## src/rtl/hb_pkg.sv

```systemverilog
// Shared definitions for the H-bridge guard.
// Holds the per-channel state enum, the direction pin codes and the
// default cycle counts used by hbridge_guard and hb_channel.
package hb_pkg;

  typedef enum logic [1:0] {
    ST_IDLE  = 2'd0,
    ST_RUN   = 2'd1,
    ST_DEAD  = 2'd2,
    ST_FAULT = 2'd3
  } hb_state_e;

  localparam logic [1:0] DIR_FWD   = 2'b10;
  localparam logic [1:0] DIR_REV   = 2'b01;
  localparam logic [1:0] DIR_COAST = 2'b00;

  // 0.5 ms coast and 100 ms fault hold at 100 MHz
  localparam int DEAD_CYC_DEF  = 50_000;
  localparam int RETRY_CYC_DEF = 10_000_000;

  // Only 10 and 01 drive the bridge; 00 and 11 both mean coast.
  function automatic logic is_drive(input logic [1:0] code);
    return (code == DIR_FWD) || (code == DIR_REV);
  endfunction

endpackage

```

## src/rtl/hb_channel.sv

```systemverilog
// One H-bridge channel guard: sequences drive, coast (dead time) and
// overcurrent fault hold for a single motor.
// Ports:
//   clk, rst_n    system clock, async active-low reset
//   req           2-bit direction request (10/01 drive, 00/11 coast)
//   en_req        PWM enable request
//   oc_sync       synchronized overcurrent flag
//   dir_out       registered direction pins
//   en_out        registered enable pin
//   fault         registered fault indicator
//   hold_nxt      next state is DEAD or FAULT (for the top-level busy flop)
//
// state    | meaning
// ---------+--------------------------------------------------------
// ST_IDLE  | bridge off, waiting for a drive request
// ST_RUN   | driving in the latched direction, en follows en_req
// ST_DEAD  | forced coast for DEAD_CYC cycles after stop/reversal
// ST_FAULT | overcurrent hold, re-arms after a RETRY_CYC window
module hb_channel
  import hb_pkg::*;
#(
  parameter int DEAD_CYC  = DEAD_CYC_DEF,
  parameter int RETRY_CYC = RETRY_CYC_DEF
) (
  input  logic       clk,
  input  logic       rst_n,
  input  logic [1:0] req,
  input  logic       en_req,
  input  logic       oc_sync,
  output logic [1:0] dir_out,
  output logic       en_out,
  output logic       fault,
  output logic       hold_nxt
);

  localparam int MAX_CYC = (DEAD_CYC > RETRY_CYC) ? DEAD_CYC : RETRY_CYC;
  localparam int CW      = (MAX_CYC > 1) ? $clog2(MAX_CYC) : 1;
  localparam logic [CW-1:0] DEAD_LOAD  = CW'((DEAD_CYC  > 0) ? DEAD_CYC  - 1 : 0);
  localparam logic [CW-1:0] RETRY_LOAD = CW'((RETRY_CYC > 0) ? RETRY_CYC - 1 : 0);

  hb_state_e     state, state_nxt;
  logic [CW-1:0] cnt, cnt_nxt;
  logic [1:0]    dir_lat, dir_nxt;
  logic [1:0]    dir_d;
  logic          en_d, fault_d;

  // Outputs are registered from the next state, so they change on the
  // same edge as the state itself.
  always_ff @(posedge clk or negedge rst_n) begin
    if (!rst_n) begin
      state   <= ST_IDLE;
      cnt     <= '0;
      dir_lat <= DIR_COAST;
      dir_out <= DIR_COAST;
      en_out  <= 1'b0;
      fault   <= 1'b0;
    end else begin
      state   <= state_nxt;
      cnt     <= cnt_nxt;
      dir_lat <= dir_nxt;
      dir_out <= dir_d;
      en_out  <= en_d;
      fault   <= fault_d;
    end
  end

  // The timer loads N-1 on entry and stops at zero, so the zero check
  // is both the expiry and the saturation point.
  always_comb begin
    state_nxt = state;
    cnt_nxt   = cnt;
    dir_nxt   = dir_lat;
    if (oc_sync && (state != ST_FAULT)) begin
      state_nxt = ST_FAULT;
      cnt_nxt   = RETRY_LOAD;
    end else begin
      case (state)
        ST_IDLE: begin
          if (is_drive(req)) begin
            state_nxt = ST_RUN;
            dir_nxt   = req;
          end
        end
        ST_RUN: begin
          if (req != dir_lat) begin
            state_nxt = ST_DEAD;
            cnt_nxt   = DEAD_LOAD;
          end
        end
        ST_DEAD: begin
          if (cnt == '0) begin
            if (is_drive(req)) begin
              state_nxt = ST_RUN;
              dir_nxt   = req;
            end else begin
              state_nxt = ST_IDLE;
            end
          end else begin
            cnt_nxt = cnt - 1'b1;
          end
        end
        ST_FAULT: begin
          if (cnt == '0) begin
            if (oc_sync) begin
              cnt_nxt = RETRY_LOAD;
            end else begin
              state_nxt = ST_DEAD;
              cnt_nxt   = DEAD_LOAD;
            end
          end else begin
            cnt_nxt = cnt - 1'b1;
          end
        end
        default: state_nxt = ST_IDLE;
      endcase
    end
  end

  always_comb begin
    dir_d    = DIR_COAST;
    en_d     = 1'b0;
    fault_d  = 1'b0;
    hold_nxt = 1'b0;
    case (state_nxt)
      ST_RUN: begin
        dir_d = dir_nxt;
        en_d  = en_req;
      end
      ST_DEAD:  hold_nxt = 1'b1;
      ST_FAULT: begin
        fault_d  = 1'b1;
        hold_nxt = 1'b1;
      end
      default: ;
    endcase
  end

endmodule

```

## src/rtl/hbridge_guard.sv

```systemverilog
// Dual H-bridge guard: two independent channel guards (motor A on the
// upper bits, motor B on the lower bits), overcurrent synchronizers and
// the shared busy flag.
// Ports:
//   clk, rst_n  system clock, async active-low reset
//   dir_req     [3:2] motor A, [1:0] motor B direction request
//   en_req      [1] motor A, [0] motor B enable request
//   oc          async overcurrent flags, [1] A, [0] B
//   dir_out     H-bridge direction pins
//   en_out      H-bridge enable pins
//   fault       per-motor fault indicator
//   busy        any channel in DEAD or FAULT
module hbridge_guard
  import hb_pkg::*;
#(
  parameter int DEAD_CYC  = DEAD_CYC_DEF,
  parameter int RETRY_CYC = RETRY_CYC_DEF
) (
  input  logic       clk,
  input  logic       rst_n,
  input  logic [3:0] dir_req,
  input  logic [1:0] en_req,
  input  logic [1:0] oc,
  output logic [3:0] dir_out,
  output logic [1:0] en_out,
  output logic [1:0] fault,
  output logic       busy
);

  logic [1:0] oc_s1, oc_s2;
  logic       hold_a, hold_b;

  always_ff @(posedge clk or negedge rst_n) begin
    if (!rst_n) begin
      oc_s1 <= 2'b00;
      oc_s2 <= 2'b00;
      busy  <= 1'b0;
    end else begin
      oc_s1 <= oc;
      oc_s2 <= oc_s1;
      busy  <= hold_a | hold_b;
    end
  end

  hb_channel #(
    .DEAD_CYC (DEAD_CYC),
    .RETRY_CYC(RETRY_CYC)
  ) u_chan_a (
    .clk     (clk),
    .rst_n   (rst_n),
    .req     (dir_req[3:2]),
    .en_req  (en_req[1]),
    .oc_sync (oc_s2[1]),
    .dir_out (dir_out[3:2]),
    .en_out  (en_out[1]),
    .fault   (fault[1]),
    .hold_nxt(hold_a)
  );

  hb_channel #(
    .DEAD_CYC (DEAD_CYC),
    .RETRY_CYC(RETRY_CYC)
  ) u_chan_b (
    .clk     (clk),
    .rst_n   (rst_n),
    .req     (dir_req[1:0]),
    .en_req  (en_req[0]),
    .oc_sync (oc_s2[0]),
    .dir_out (dir_out[1:0]),
    .en_out  (en_out[0]),
    .fault   (fault[0]),
    .hold_nxt(hold_b)
  );

endmodule

```

## config.mk

```make
export PLATFORM = sky130hd
export DESIGN_NAME = hbridge_guard
export DESIGN_NICKNAME = d
export VERILOG_FILES = /design/src/rtl/hb_pkg.sv /design/src/rtl/hb_channel.sv /design/src/rtl/hbridge_guard.sv
export SDC_FILE = /design/constraint.sdc
export NUM_CORES = 1
export LEC_CHECK = 0
export BUFFER_PORTS_ARGS = -buffer_cell sky130_fd_sc_hd__buf_2
export CAP_MARGIN = 20
export CORE_MARGIN = 5
export CORE_UTILIZATION = 38
export DETAILED_ROUTE_END_ITERATION = 8
export PLACE_DENSITY = 0.64
export SYNTH_ARGS = -nofsm -noshare
export SYNTH_HDL_FRONTEND = slang
export SYNTH_SLANG_ARGS = --single-unit
```

## constraint.sdc

```tcl
create_clock -name clk -period 3.83 [get_ports clk]
set_input_delay 0.766 -clock clk [delete_from_list [all_inputs] [get_ports clk]]
set_output_delay 0.766 -clock clk [all_outputs]
set_load 0.02 [all_outputs]
```

==> results of run 1 <==
flip-flops by register name, indices dropped and copies added, names as in the netlist:
| signal | flops |
|---|---|
| u_chan_a.cnt | 24 |
| u_chan_b.cnt | 24 |
| oc_s1 | 2 |
| oc_s2 | 2 |
| u_chan_a.dir_lat | 2 |
| u_chan_a.dir_out | 2 |
| u_chan_a.state | 2 |
| u_chan_b.dir_lat | 2 |
| u_chan_b.dir_out | 2 |
| u_chan_b.state | 2 |
| busy | 1 |
| u_chan_a.en_out | 1 |
| u_chan_a.fault | 1 |
| u_chan_b.en_out | 1 |
| u_chan_b.fault | 1 |
report_power, final:
| group | internal (mW) | leakage (nW) | switching [mW] | total, mW |
|---|---|---|---|---|
| logic | 0.679 | 0.968 | 1.09 | 1.77 |
| registers | 0.939 | 0.808 | 0.225 | 1.16 |
| clock network | 0.509 | 0.139 | 0.331 | 0.839 |
worst min-delay path by stage:
| stage | startpoint | to | cells after the start |
|---|---|---|---|
| after global routing | oc_s1[0] | oc_s2[0] | 0 |
| after global placement | oc_s1[0] | oc_s2[0] | 0 |
| after CTS | oc_s1[1] | oc_s2[1] | 0 |
| after detailed placement | oc_s1[0] | oc_s2[0] | 0 |
| after floorplan | oc_s1[0] | oc_s2[0] | 0 |
| final | oc_s1[0] | oc_s2[0] | 0 |
cell families after synthesis:
family | count (synthesis) | synth area share (%)
XOR/XNOR | 25 | 5.10
buffers and inverters | 46 | 4.46
multiplexers | 4 | 0.991
AND/OR/NAND/NOR | 203 | 23.4
AO/OA/AOI/OAI | 151 | 22.9
flip-flops | 69 | 40.2
adder cells (fa/ha/maj) | 10 | 2.91
metal layers:
metal	GRT usage, %	wire length (um)	vias up
li1	-	-	1876
met1	20.7	4700	1829
met2	25.8	4900	93
met3	3.89	456	12
met4	5.72	156	0
met5	0	0	-
Yosys cell counts (all sizes together) (4+ instances only):
library cell,n,area share (%)
xnor2,6,1.2
nand2b,4,0.58
a21oi,40,4.7
and2,7,1.0
nand2,43,3.8
xor2,19,3.9
or2,8,1.2
clkbuf,17,1.5
or4,6,1.1
o21a,10,1.7
inv,21,1.8
nor2,54,4.7
a22oi,4,0.70
o31a,7,1.4
a31oi,10,1.5
o31ai,5,0.87
nand4,5,0.73
nor4,15,2.2
and3,7,1.0
nor3,33,4.0
o21ai,37,4.6
nand3,8,0.93
ha,10,2.9
o211ai,6,1.0
dfrtp,69,40
buf,8,1.1
layout make-up:
cell class                      count  area [um^2]  area share [%]
Clock buffer                       10          229            4.76
Clock inverter                      6         71.3            1.48
Inverter                           21         78.8            1.64
Multi-Input combinational cell    393         2370            49.4
Sequential cell                    69         1730            35.9
Tap cell                          140          175            3.64
Timing Repair Buffer               26          150            3.12
worst register-to-register path, cell delays in order (launching register included):
cell and delay, ns:
sky130_fd_sc_hd__dfrtp_1 0.43, sky130_fd_sc_hd__inv_1 0.08, sky130_fd_sc_hd__ha_1 0.19, sky130_fd_sc_hd__nor4b_1 0.61, sky130_fd_sc_hd__nand3_1 0.29, sky130_fd_sc_hd__o31a_1 0.48, sky130_fd_sc_hd__or2_2 0.44, sky130_fd_sc_hd__and3_1 0.22
sky130_fd_sc_hd__o21ai_0 0.13
metrics by stage:
stage | area [um^2] | util (%) | power, mW
final | 4810 | 43.9 | 3.77
after global routing | 4810 | 43.9 | 4.08
after CTS | 4810 | 43.9 | 3.79
after detailed placement | 4510 | 41.2 | 2.92
after global placement | 4510 | 41.2 | 2.88
after floorplan | 4290 | - | 2.47
==> run_summary.xml, run 1 <==
<?xml version="1.0" encoding="UTF-8"?>
<metrics>
  <group name="outcome">
    <metric name="result_of_the_run" unit="">complete, no violations</metric>
  </group>
  <group name="worst_setup_path">
    <metric name="timing.critical_path.depth" unit="">8</metric>
    <metric name="crit_fanout" unit="">12</metric>
    <metric name="critical_path.reg2reg.endpoint" unit="">u_chan_a.cnt[2]</metric>
    <metric name="setup.reg_to_reg.worst_slack" unit="ns">0.90</metric>
    <metric name="crit_required" unit="ns">4.09</metric>
    <metric name="path_buf_inv" unit="">1</metric>
    <metric name="path_cells" unit="">inv_1, ha_1, nor4b_1, nand3_1, o31a_1, or2_2, and3_1, o21ai_0</metric>
    <metric name="crit_path_max_incr_delay" unit="ns">0.61</metric>
    <metric name="cp-endpoint" unit="">u_chan_a.cnt[2]</metric>
    <metric name="setup.worst_path.start_class" unit="">flip-flop</metric>
    <metric name="critPathKind" unit="">reg2reg</metric>
    <metric name="critPathSlowestCell" unit="">sky130_fd_sc_hd__nor4b_1</metric>
    <metric name="r2r.worst_path.cells" unit="">8</metric>
    <metric name="cp-end-kind" unit="">flip-flop</metric>
    <metric name="worstReg2RegStart" unit="">u_chan_a.cnt[0]</metric>
    <metric name="worst_ep_arrival_time" unit="ns">3.19</metric>
    <metric name="critPathTopFamily" unit="">simple AND/OR/NAND/NOR gates</metric>
    <metric name="startpoint" unit="">u_chan_a.cnt[0]</metric>
  </group>
  <group name="logic_synthesis">
    <metric name="synth_area_per_cell" unit="um^2">8.45</metric>
    <metric name="synth-async-reset-ratio" unit="%">100</metric>
    <metric name="count_of_flip_flops_with_a_built_in_enable_after_synthesis" unit="">0</metric>
    <metric name="yosysUniqueCellTypes" unit="">59</metric>
    <metric name="netlist_area" unit="mm^2">0.00429</metric>
    <metric name="netlist_instances" unit="">508</metric>
    <metric name="seq_area_frac_synth" unit="%">40.2</metric>
    <metric name="synth-main-ff-cell" unit="">sky130_fd_sc_hd__dfrtp_1</metric>
    <metric name="syn-num-nets" unit="">528</metric>
    <metric name="number_of_warnings_reported_in_the_yosys_synthesis_log" unit="">0</metric>
    <metric name="ys_seq_elements" unit="">69</metric>
  </group>
  <group name="floorplanning">
    <metric name="die_h" unit="um">116</metric>
    <metric name="fp.dieW" unit="um">116</metric>
    <metric name="dieArea" unit="mm^2">0.0135</metric>
    <metric name="num_io_pins" unit="">19</metric>
    <metric name="rows" unit="">38</metric>
    <metric name="initial_utilization" unit="%">39.3</metric>
    <metric name="fp.coreArea" unit="mm^2">0.0109</metric>
  </group>
  <group name="timing">
    <metric name="timing.final.setup_violations" unit="">0</metric>
    <metric name="fmax" unit="MHz">341</metric>
    <metric name="finalCritPeriodShare" unit="%">76.6</metric>
    <metric name="rsz0062_at_grt" unit="">false</metric>
    <metric name="slew_violations" unit="">0</metric>
    <metric name="report.final.hold_viol_count" unit="">0</metric>
    <metric name="slew_headroom" unit="%">40.1</metric>
    <metric name="clock-skew-final" unit="ns">0.00678</metric>
    <metric name="tightest_slew" unit="ns">0.892</metric>
    <metric name="timing.setup.tns" unit="ns">0</metric>
    <metric name="finalWorstSetupSlack" unit="ns">0.897</metric>
    <metric name="hold-worst-slack" unit="ns">0.350</metric>
    <metric name="period_minus_slack" unit="ns">2.93</metric>
  </group>
  <group name="grt">
    <metric name="first_global_vias" unit="">3662</metric>
    <metric name="antenna_found_initial" unit="">0</metric>
    <metric name="grt_max_degree" unit="">35</metric>
    <metric name="gr-total-overflow" unit="">0</metric>
    <metric name="grt_use_total" unit="%">15.9</metric>
    <metric name="grt_pass1_wl" unit="mm">17.4</metric>
  </group>
  <group name="routing">
    <metric name="drt_initial_violations" unit="">297</metric>
    <metric name="antenna_violating_nets_post_route" unit="">0</metric>
    <metric name="route.detailed.wl_per_inst" unit="um">15.4</metric>
    <metric name="drc_errors" unit="">0</metric>
    <metric name="routed-via-count" unit="">3810</metric>
    <metric name="drt_first_pass_iters" unit="">5</metric>
    <metric name="viasPerCell" unit="">5.73</metric>
    <metric name="totalWireLength" unit="mm">10.2</metric>
  </group>
  <group name="layout">
    <metric name="mostFrequentLayoutCell" unit="">sky130_fd_sc_hd__dfrtp_1</metric>
    <metric name="layout_common_cells" unit="">sky130_fd_sc_hd__dfrtp_1 (69), sky130_fd_sc_hd__nor2_1 (54), sky130_fd_sc_hd__nand2_1 (43), sky130_fd_sc_hd__a21oi_1 (40), sky130_fd_sc_hd__o21ai_0 (35)</metric>
    <metric name="instances_no_fill" unit="">665</metric>
    <metric name="drive_above_1_share" unit="%">10.5</metric>
    <metric name="insertedDiodeCount" unit="">0</metric>
    <metric name="area_growth_syn_to_layout" unit="%">11.9</metric>
    <metric name="fillCellCount" unit="">1063</metric>
    <metric name="final_nets" unit="">540</metric>
  </group>
  <group name="clock_tree">
    <metric name="path_clk_slew" unit="ns">0.06</metric>
    <metric name="clk_latency" unit="ns">0.34</metric>
    <metric name="buffers_inserted_during_post_cts_setup_optimization" unit="">0</metric>
    <metric name="cts_tree" unit="">built</metric>
    <metric name="numCtsBuffers" unit="">9</metric>
    <metric name="ctsLongestPathBuffers" unit="">2</metric>
    <metric name="clock-sinks" unit="">69</metric>
    <metric name="cts_hold_repair.buffers" unit="">0</metric>
    <metric name="quantity_of_gates_resized_following_cts" unit="">0</metric>
    <metric name="cts_root_buffer" unit="">sky130_fd_sc_hd__clkbuf_16</metric>
    <metric name="cts_max_level" unit="">3</metric>
  </group>
  <group name="place">
    <metric name="post-place-cells" unit="">649</metric>
    <metric name="port-buffer-count" unit="">18</metric>
    <metric name="place.gp.congestion" unit="">0.876</metric>
    <metric name="hpwlAfterDp" unit="mm">7.24</metric>
    <metric name="pre_cts_ws" unit="ns">0.941</metric>
  </group>
  <group name="power">
    <metric name="power.ir.vdd_worst" unit="mV">0.391</metric>
    <metric name="power.density" unit="mW/mm^2">785</metric>
    <metric name="static-leakage-power" unit="nW">1.91</metric>
  </group>
  <group name="min_path">
    <metric name="hold_path.class" unit="">reg2reg</metric>
  </group>
  <group name="run">
    <metric name="cap_violations" unit="">0</metric>
  </group>
</metrics>
No activity file was read; power rests on OpenSTA's default activity.
==> inputs of run 2 (changes only) <==
- PLACE_DENSITY: 0.64 -> 0.66
- clock period: 3.83 -> 2.4 ns (I/O delays scaled with it)
==> run_summary.xml, run 2 (synthesis results as in run 1) <==
<?xml version="1.0" encoding="UTF-8"?>
<metrics>
  <group name="routing">
    <metric name="met2_length" unit="mm">5.61</metric>
    <metric name="antenna_violating_nets_post_route" unit="">0</metric>
    <metric name="viasPerCell" unit="">5.70</metric>
    <metric name="routed-via-count" unit="">4092</metric>
    <metric name="drt_initial_violations" unit="">253</metric>
    <metric name="drc_errors" unit="">0</metric>
    <metric name="routed.top_layer" unit="">met4</metric>
    <metric name="totalWireLength" unit="mm">11.4</metric>
    <metric name="wl_met3" unit="um">485</metric>
    <metric name="route.detailed.wl_per_inst" unit="um">15.8</metric>
    <metric name="met1_length" unit="mm">5.07</metric>
    <metric name="drt_first_pass_iters" unit="">5</metric>
  </group>
  <group name="power">
    <metric name="total_power" unit="mW">6.93</metric>
    <metric name="power.density" unit="mW/mm^2">1260</metric>
    <metric name="static-leakage-power" unit="nW">2.28</metric>
    <metric name="power.ir.vdd_worst" unit="mV">0.601</metric>
  </group>
  <group name="worst_setup_path">
    <metric name="crit_top_cell" unit="">sky130_fd_sc_hd__or4_4</metric>
    <metric name="path_buf_inv" unit="">1</metric>
    <metric name="crit_required" unit="ns">2.62</metric>
    <metric name="cp-end-kind" unit="">flip-flop</metric>
    <metric name="path_cells" unit="">or4_4, or4_4, buf_4, o41ai_4, and2_4, a21oi_1, o22a_1</metric>
    <metric name="critPathSlowestCell" unit="">sky130_fd_sc_hd__or4_4</metric>
    <metric name="critPathTopFamily" unit="">simple AND/OR/NAND/NOR gates</metric>
    <metric name="crit_path_max_incr_delay" unit="ns">0.53</metric>
    <metric name="worst_ep_arrival_time" unit="ns">2.75</metric>
    <metric name="critPathKind" unit="">reg2reg</metric>
    <metric name="setup.worst_path.start_class" unit="">flip-flop</metric>
    <metric name="crit_fanout" unit="">7</metric>
    <metric name="setup.reg_to_reg.worst_slack" unit="ns">-0.12</metric>
  </group>
  <group name="layout">
    <metric name="mostFrequentLayoutCell" unit="">sky130_fd_sc_hd__dfrtp_1</metric>
    <metric name="final_nets" unit="">594</metric>
    <metric name="layout.cell_area.non_filler" unit="mm^2">0.00548</metric>
    <metric name="drive_above_1_share" unit="%">25.1</metric>
    <metric name="layout_common_cells" unit="">sky130_fd_sc_hd__dfrtp_1 (69), sky130_fd_sc_hd__buf_4 (56), sky130_fd_sc_hd__nor2_1 (51), sky130_fd_sc_hd__nand2_1 (43), sky130_fd_sc_hd__a21oi_1 (36)</metric>
    <metric name="area_growth_syn_to_layout" unit="%">27.7</metric>
    <metric name="instances_no_fill" unit="">718</metric>
    <metric name="layout_top_registers" unit="">u_chan_a.cnt (24), u_chan_b.cnt (24)</metric>
    <metric name="insertedDiodeCount" unit="">0</metric>
  </group>
  <group name="timing">
    <metric name="finalCritPeriodShare" unit="%">105</metric>
    <metric name="slew_headroom" unit="%">62.5</metric>
    <metric name="timing.setup.tns" unit="ns">-1.17</metric>
    <metric name="period_minus_slack" unit="ns">2.52</metric>
    <metric name="finalWorstSetupSlack" unit="ns">-0.124</metric>
    <metric name="report.final.hold_viol_count" unit="">0</metric>
    <metric name="slew_violations" unit="">0</metric>
    <metric name="fmax" unit="MHz">396</metric>
    <metric name="tightest_slew" unit="ns">0.562</metric>
    <metric name="clock-skew-final" unit="ns">0.00757</metric>
    <metric name="rsz0062_at_grt" unit="">true</metric>
    <metric name="timing.final.setup_violations" unit="">18</metric>
  </group>
  <group name="outcome">
    <metric name="failed_checks" unit="">negative setup slack</metric>
    <metric name="result_of_the_run" unit="">complete, but fails checks</metric>
  </group>
  <group name="place">
    <metric name="hpwlAfterDp" unit="mm">8.00</metric>
    <metric name="post-place-cells" unit="">694</metric>
    <metric name="placed_area" unit="mm^2">0.00487</metric>
    <metric name="place.gp.congestion" unit="">0.873</metric>
    <metric name="port-buffer-count" unit="">18</metric>
  </group>
  <group name="floorplanning">
    <metric name="num_io_pins" unit="">19</metric>
    <metric name="dieArea" unit="mm^2">0.0135</metric>
    <metric name="die_h" unit="um">116</metric>
    <metric name="rows" unit="">38</metric>
    <metric name="fp.coreArea" unit="mm^2">0.0109</metric>
    <metric name="fp.dieW" unit="um">116</metric>
    <metric name="initial_utilization" unit="%">39.3</metric>
  </group>
  <group name="clock_tree">
    <metric name="path_clk_slew" unit="ns">0.06</metric>
    <metric name="numCtsBuffers" unit="">9</metric>
    <metric name="cts_max_level" unit="">3</metric>
    <metric name="cts_root_buffer" unit="">sky130_fd_sc_hd__clkbuf_16</metric>
    <metric name="ctsLongestPathBuffers" unit="">2</metric>
    <metric name="clk_latency" unit="ns">0.34</metric>
    <metric name="clock-sinks" unit="">69</metric>
    <metric name="cts_tree" unit="">built</metric>
    <metric name="cts_hold_repair.buffers" unit="">0</metric>
  </group>
  <group name="run">
    <metric name="cap_violations" unit="">0</metric>
  </group>
  <group name="grt">
    <metric name="grt_max_degree" unit="">43</metric>
    <metric name="first_global_vias" unit="">3913</metric>
    <metric name="grt_pass1_wl" unit="mm">18.7</metric>
    <metric name="gr-total-overflow" unit="">0</metric>
    <metric name="grt_use_total" unit="%">17.2</metric>
    <metric name="antenna_found_initial" unit="">0</metric>
  </group>
  <group name="min_path">
    <metric name="hold_path.class" unit="">in2async</metric>
  </group>
</metrics>
## run 2: final cells by class
class / instances / area, um^2
Sequential cell: 69 / 1730
Timing Repair Buffer: 79 / 554
Clock inverter: 3 / 68.8
Clock buffer: 12 / 256
Multi-Input combinational cell: 394 / 2620
Inverter: 21 / 78.8
Tap cell: 140 / 175
Fill cell: 1010 / 5450
## run 2: final timing paths
path                             startpoint                   to  cells after the start
setup / recovery           u_chan_b.cnt[10]      u_chan_b.cnt[5]                      7
hold / removal                        rst_n  u_chan_b.dir_out[1]                      2
hold reg to reg                    oc_s1[1]             oc_s2[1]                      0
max in group asynchronous             rst_n      u_chan_a.cnt[8]                      2
setup reg to reg           u_chan_b.cnt[10]      u_chan_b.cnt[5]                      7
min in group clk                      oc[0]             oc_s1[0]                      1
## run 2: metrics by stage
step | hold slack (ns) | util [%] | setup WS, ns
2_1_floorplan | 0.184 | - | -0.126
5_1_grt | 0.185 | 50.1 | -0.208
4_1_cts | 0.160 | 47.7 | -0.0703
3_3_place_gp | 0.334 | 44.5 | -0.0496
3_5_place_dp | 0.335 | 44.5 | -0.0660
6_report | 0.147 | 50.1 | -0.124
## run 2: power breakdown
part           leakage [nW]  internal, mW  switching [mW]
sequential            0.808          1.50           0.300
combinational          1.32          1.52            2.15
clock                 0.159         0.962           0.489
total                  2.28          3.99            2.94
## run 2: repair_timing
| action | in CTS | in global routing |
|---|---|---|
| buffers inserted | 1 | 7 |
| hold endpoints to repair | 0 | 0 |
| pin swaps | 2 | 19 |
| resized for setup | 4 | 60 |
| setup endpoints to repair | 14 | 47 |
| gates cloned | 0 | 3 |
## run 2: metal layers
layer	vias up	GRT usage, %
met1	1979	22.1
met4	0	5.41
li1	1986	-
met3	21	3.99
met5	-	0
met2	106	28.7
==> inputs of run 3 (changes only) <==
- SETUP_SLACK_MARGIN: unset -> 0.2
==> run_summary.xml, run 3 (synthesis results as in run 1) <==
<?xml version="1.0" encoding="UTF-8"?>
<metrics>
  <group name="grt">
    <metric name="grt_pass1_wl" unit="mm">19.1</metric>
    <metric name="grt_max_degree" unit="">39</metric>
    <metric name="first_global_vias" unit="">4094</metric>
    <metric name="gr-total-overflow" unit="">0</metric>
    <metric name="antenna_found_initial" unit="">0</metric>
    <metric name="grt_use_total" unit="%">17.3</metric>
  </group>
  <group name="routing">
    <metric name="drt_initial_violations" unit="">293</metric>
    <metric name="viasPerCell" unit="">5.90</metric>
    <metric name="antenna_violating_nets_post_route" unit="">0</metric>
    <metric name="drc_errors" unit="">0</metric>
    <metric name="routed-via-count" unit="">4334</metric>
    <metric name="totalWireLength" unit="mm">12.3</metric>
    <metric name="route.detailed.wl_per_inst" unit="um">16.7</metric>
    <metric name="drt_first_pass_iters" unit="">5</metric>
  </group>
  <group name="place">
    <metric name="hpwlAfterDp" unit="mm">8.05</metric>
    <metric name="place.gp.congestion" unit="">0.864</metric>
    <metric name="placed_area" unit="mm^2">0.00491</metric>
    <metric name="post-place-cells" unit="">691</metric>
    <metric name="port-buffer-count" unit="">18</metric>
  </group>
  <group name="layout">
    <metric name="drive_above_1_share" unit="%">36.4</metric>
    <metric name="layout_top_registers" unit="">u_chan_a.cnt (24), u_chan_b.cnt (24)</metric>
    <metric name="instances_no_fill" unit="">734</metric>
    <metric name="insertedDiodeCount" unit="">0</metric>
    <metric name="layout_common_cells" unit="">sky130_fd_sc_hd__dfrtp_1 (69), sky130_fd_sc_hd__buf_4 (59), sky130_fd_sc_hd__nor2_1 (49), sky130_fd_sc_hd__nand2_1 (41), sky130_fd_sc_hd__a21oi_1 (26)</metric>
    <metric name="layout.cell_area.non_filler" unit="mm^2">0.00598</metric>
    <metric name="mostFrequentLayoutCell" unit="">sky130_fd_sc_hd__dfrtp_1</metric>
    <metric name="final_nets" unit="">609</metric>
    <metric name="area_growth_syn_to_layout" unit="%">39.2</metric>
  </group>
  <group name="clock_tree">
    <metric name="cts_hold_repair.buffers" unit="">0</metric>
    <metric name="clock-sinks" unit="">69</metric>
    <metric name="path_clk_slew" unit="ns">0.06</metric>
    <metric name="ctsLongestPathBuffers" unit="">2</metric>
    <metric name="cts_tree" unit="">built</metric>
    <metric name="cts_root_buffer" unit="">sky130_fd_sc_hd__clkbuf_16</metric>
    <metric name="numCtsBuffers" unit="">9</metric>
    <metric name="cts_max_level" unit="">3</metric>
    <metric name="clk_latency" unit="ns">0.33</metric>
  </group>
  <group name="power">
    <metric name="internal_power" unit="mW">4.17</metric>
    <metric name="switchingPower" unit="mW">3.31</metric>
    <metric name="gate_power_share" unit="%">57.6</metric>
    <metric name="clockPowerShare" unit="%">17.8</metric>
    <metric name="power.switching_fraction" unit="%">44.2</metric>
    <metric name="static-leakage-power" unit="nW">2.37</metric>
    <metric name="power.density" unit="mW/mm^2">1250</metric>
    <metric name="share_seq_of_total_power" unit="%">24.6</metric>
    <metric name="power.ir.vdd_worst" unit="mV">0.746</metric>
  </group>
  <group name="worst_setup_path">
    <metric name="path_cells" unit="">or4_4, or4_4, buf_6, o31a_1, o21a_1, a21oi_2, a2bb2oi_1</metric>
    <metric name="critPathTopFamily" unit="">simple AND/OR/NAND/NOR gates</metric>
    <metric name="path_buf_inv" unit="">1</metric>
    <metric name="crit_top_cell" unit="">sky130_fd_sc_hd__or4_4</metric>
    <metric name="critPathKind" unit="">reg2reg</metric>
    <metric name="crit_fanout" unit="">5</metric>
    <metric name="worst_ep_arrival_time" unit="ns">2.75</metric>
    <metric name="crit_path_max_incr_delay" unit="ns">0.53</metric>
    <metric name="critPathSlowestCell" unit="">sky130_fd_sc_hd__or4_4</metric>
    <metric name="setup.worst_path.start_class" unit="">flip-flop</metric>
    <metric name="crit_required" unit="ns">2.65</metric>
    <metric name="cp-end-kind" unit="">flip-flop</metric>
  </group>
  <group name="timing">
    <metric name="rsz0062_at_grt" unit="">true</metric>
    <metric name="clock-skew-final" unit="ns">0.00958</metric>
    <metric name="report.final.hold_viol_count" unit="">0</metric>
    <metric name="timing.setup.tns" unit="ns">-0.576</metric>
    <metric name="slew_headroom" unit="%">49.5</metric>
    <metric name="timing.final.setup_violations" unit="">10</metric>
    <metric name="finalWorstSetupSlack" unit="ns">-0.0931</metric>
    <metric name="tightest_slew" unit="ns">0.752</metric>
    <metric name="fmax" unit="MHz">401</metric>
    <metric name="slew_violations" unit="">0</metric>
    <metric name="finalCritPeriodShare" unit="%">104</metric>
    <metric name="period_minus_slack" unit="ns">2.49</metric>
  </group>
  <group name="outcome">
    <metric name="result_of_the_run" unit="">complete, but fails checks</metric>
    <metric name="failed_checks" unit="">negative setup slack</metric>
  </group>
  <group name="floorplanning">
    <metric name="rows" unit="">38</metric>
    <metric name="initial_utilization" unit="%">39.3</metric>
    <metric name="dieArea" unit="mm^2">0.0135</metric>
    <metric name="fp.coreArea" unit="mm^2">0.0109</metric>
    <metric name="die_h" unit="um">116</metric>
    <metric name="fp.dieW" unit="um">116</metric>
    <metric name="num_io_pins" unit="">19</metric>
  </group>
  <group name="min_path">
    <metric name="hold_path.class" unit="">in2async</metric>
  </group>
  <group name="run">
    <metric name="cap_violations" unit="">0</metric>
  </group>
</metrics>
## run 3: stage by stage
stage | total power, mW | utilization [%] | hold WS (ns) | setup WS, ns
final | 7.49 | 54.6 | 0.0871 | -0.0931
after global routing | 7.95 | 54.6 | 0.120 | -0.178
after CTS | 6.71 | 49.8 | 0.0987 | -0.0925
after detailed placement | 5.08 | 44.9 | 0.336 | -0.104
after global placement | 4.98 | 44.9 | 0.333 | -0.0608
after floorplan | 4.05 | - | 0.184 | -0.126
## run 3: worst paths after layout
kind | startpoint | endpoint | slack, ns | depth (start not counted)
setup reg to reg | u_chan_b.cnt[10] | u_chan_b.cnt[4] | -0.09 | 7
min in group clk | oc[1] | oc_s1[1] | 0.25 | 1
setup / recovery | u_chan_b.cnt[10] | u_chan_b.cnt[4] | -0.09 | 7
max in group asynchronous | rst_n | oc_s2[0] | 1.76 | 2
hold / removal | rst_n | u_chan_b.cnt[18] | 0.09 | 1
hold reg to reg | oc_s1[0] | oc_s2[0] | 0.35 | 0
## run 3: what timing repair did
| action | in CTS | in global routing |
|---|---|---|
| buffers inserted | 9 | 14 |
| setup endpoints to repair | 43 | 59 |
| endpoints found under the hold margin | 0 | 0 |
| resized for setup | 41 | 100 |
| pin swaps | 18 | 44 |
| gates cloned | 1 | 3 |
## run 3: cell type report
cell class	instances	area (um^2)
clock inverter	6	62.6
sequential	69	1730
timing repair buffer	93	728
fill	937	4960
tap	140	175
multi-input combinational	395	2970
clock buffer	10	239
inverter	21	78.8
## run 3: worst reg2reg max path: stages (launching register included)
cell and delay (ns):
sky130_fd_sc_hd__dfrtp_1 0.37, sky130_fd_sc_hd__or4_4 0.53, sky130_fd_sc_hd__or4_4 0.48, sky130_fd_sc_hd__buf_6 0.15, sky130_fd_sc_hd__o31a_1 0.34, sky130_fd_sc_hd__o21a_1 0.26, sky130_fd_sc_hd__a21oi_2 0.13, sky130_fd_sc_hd__a2bb2oi_1 0.15
## run 3: layer usage
metal | global-route usage (%) | share of wire, %
met1 | 22.3 | 44
met2 | 29.3 | 50
met3 | 3.26 | 4.8
met4 | 5.96 | 1.6
met5 | 0 | 0
## run 3: power by group through the flow
stage                     clock, mW  combinational [mW]  sequential [mW]
after floorplan                   0                2.22             1.83
after global placement            0                3.17             1.81
after detailed placement          0                3.25             1.82
after CTS                      1.35                3.55             1.81
after global routing           1.42                4.64             1.89
final                          1.33                4.31             1.84
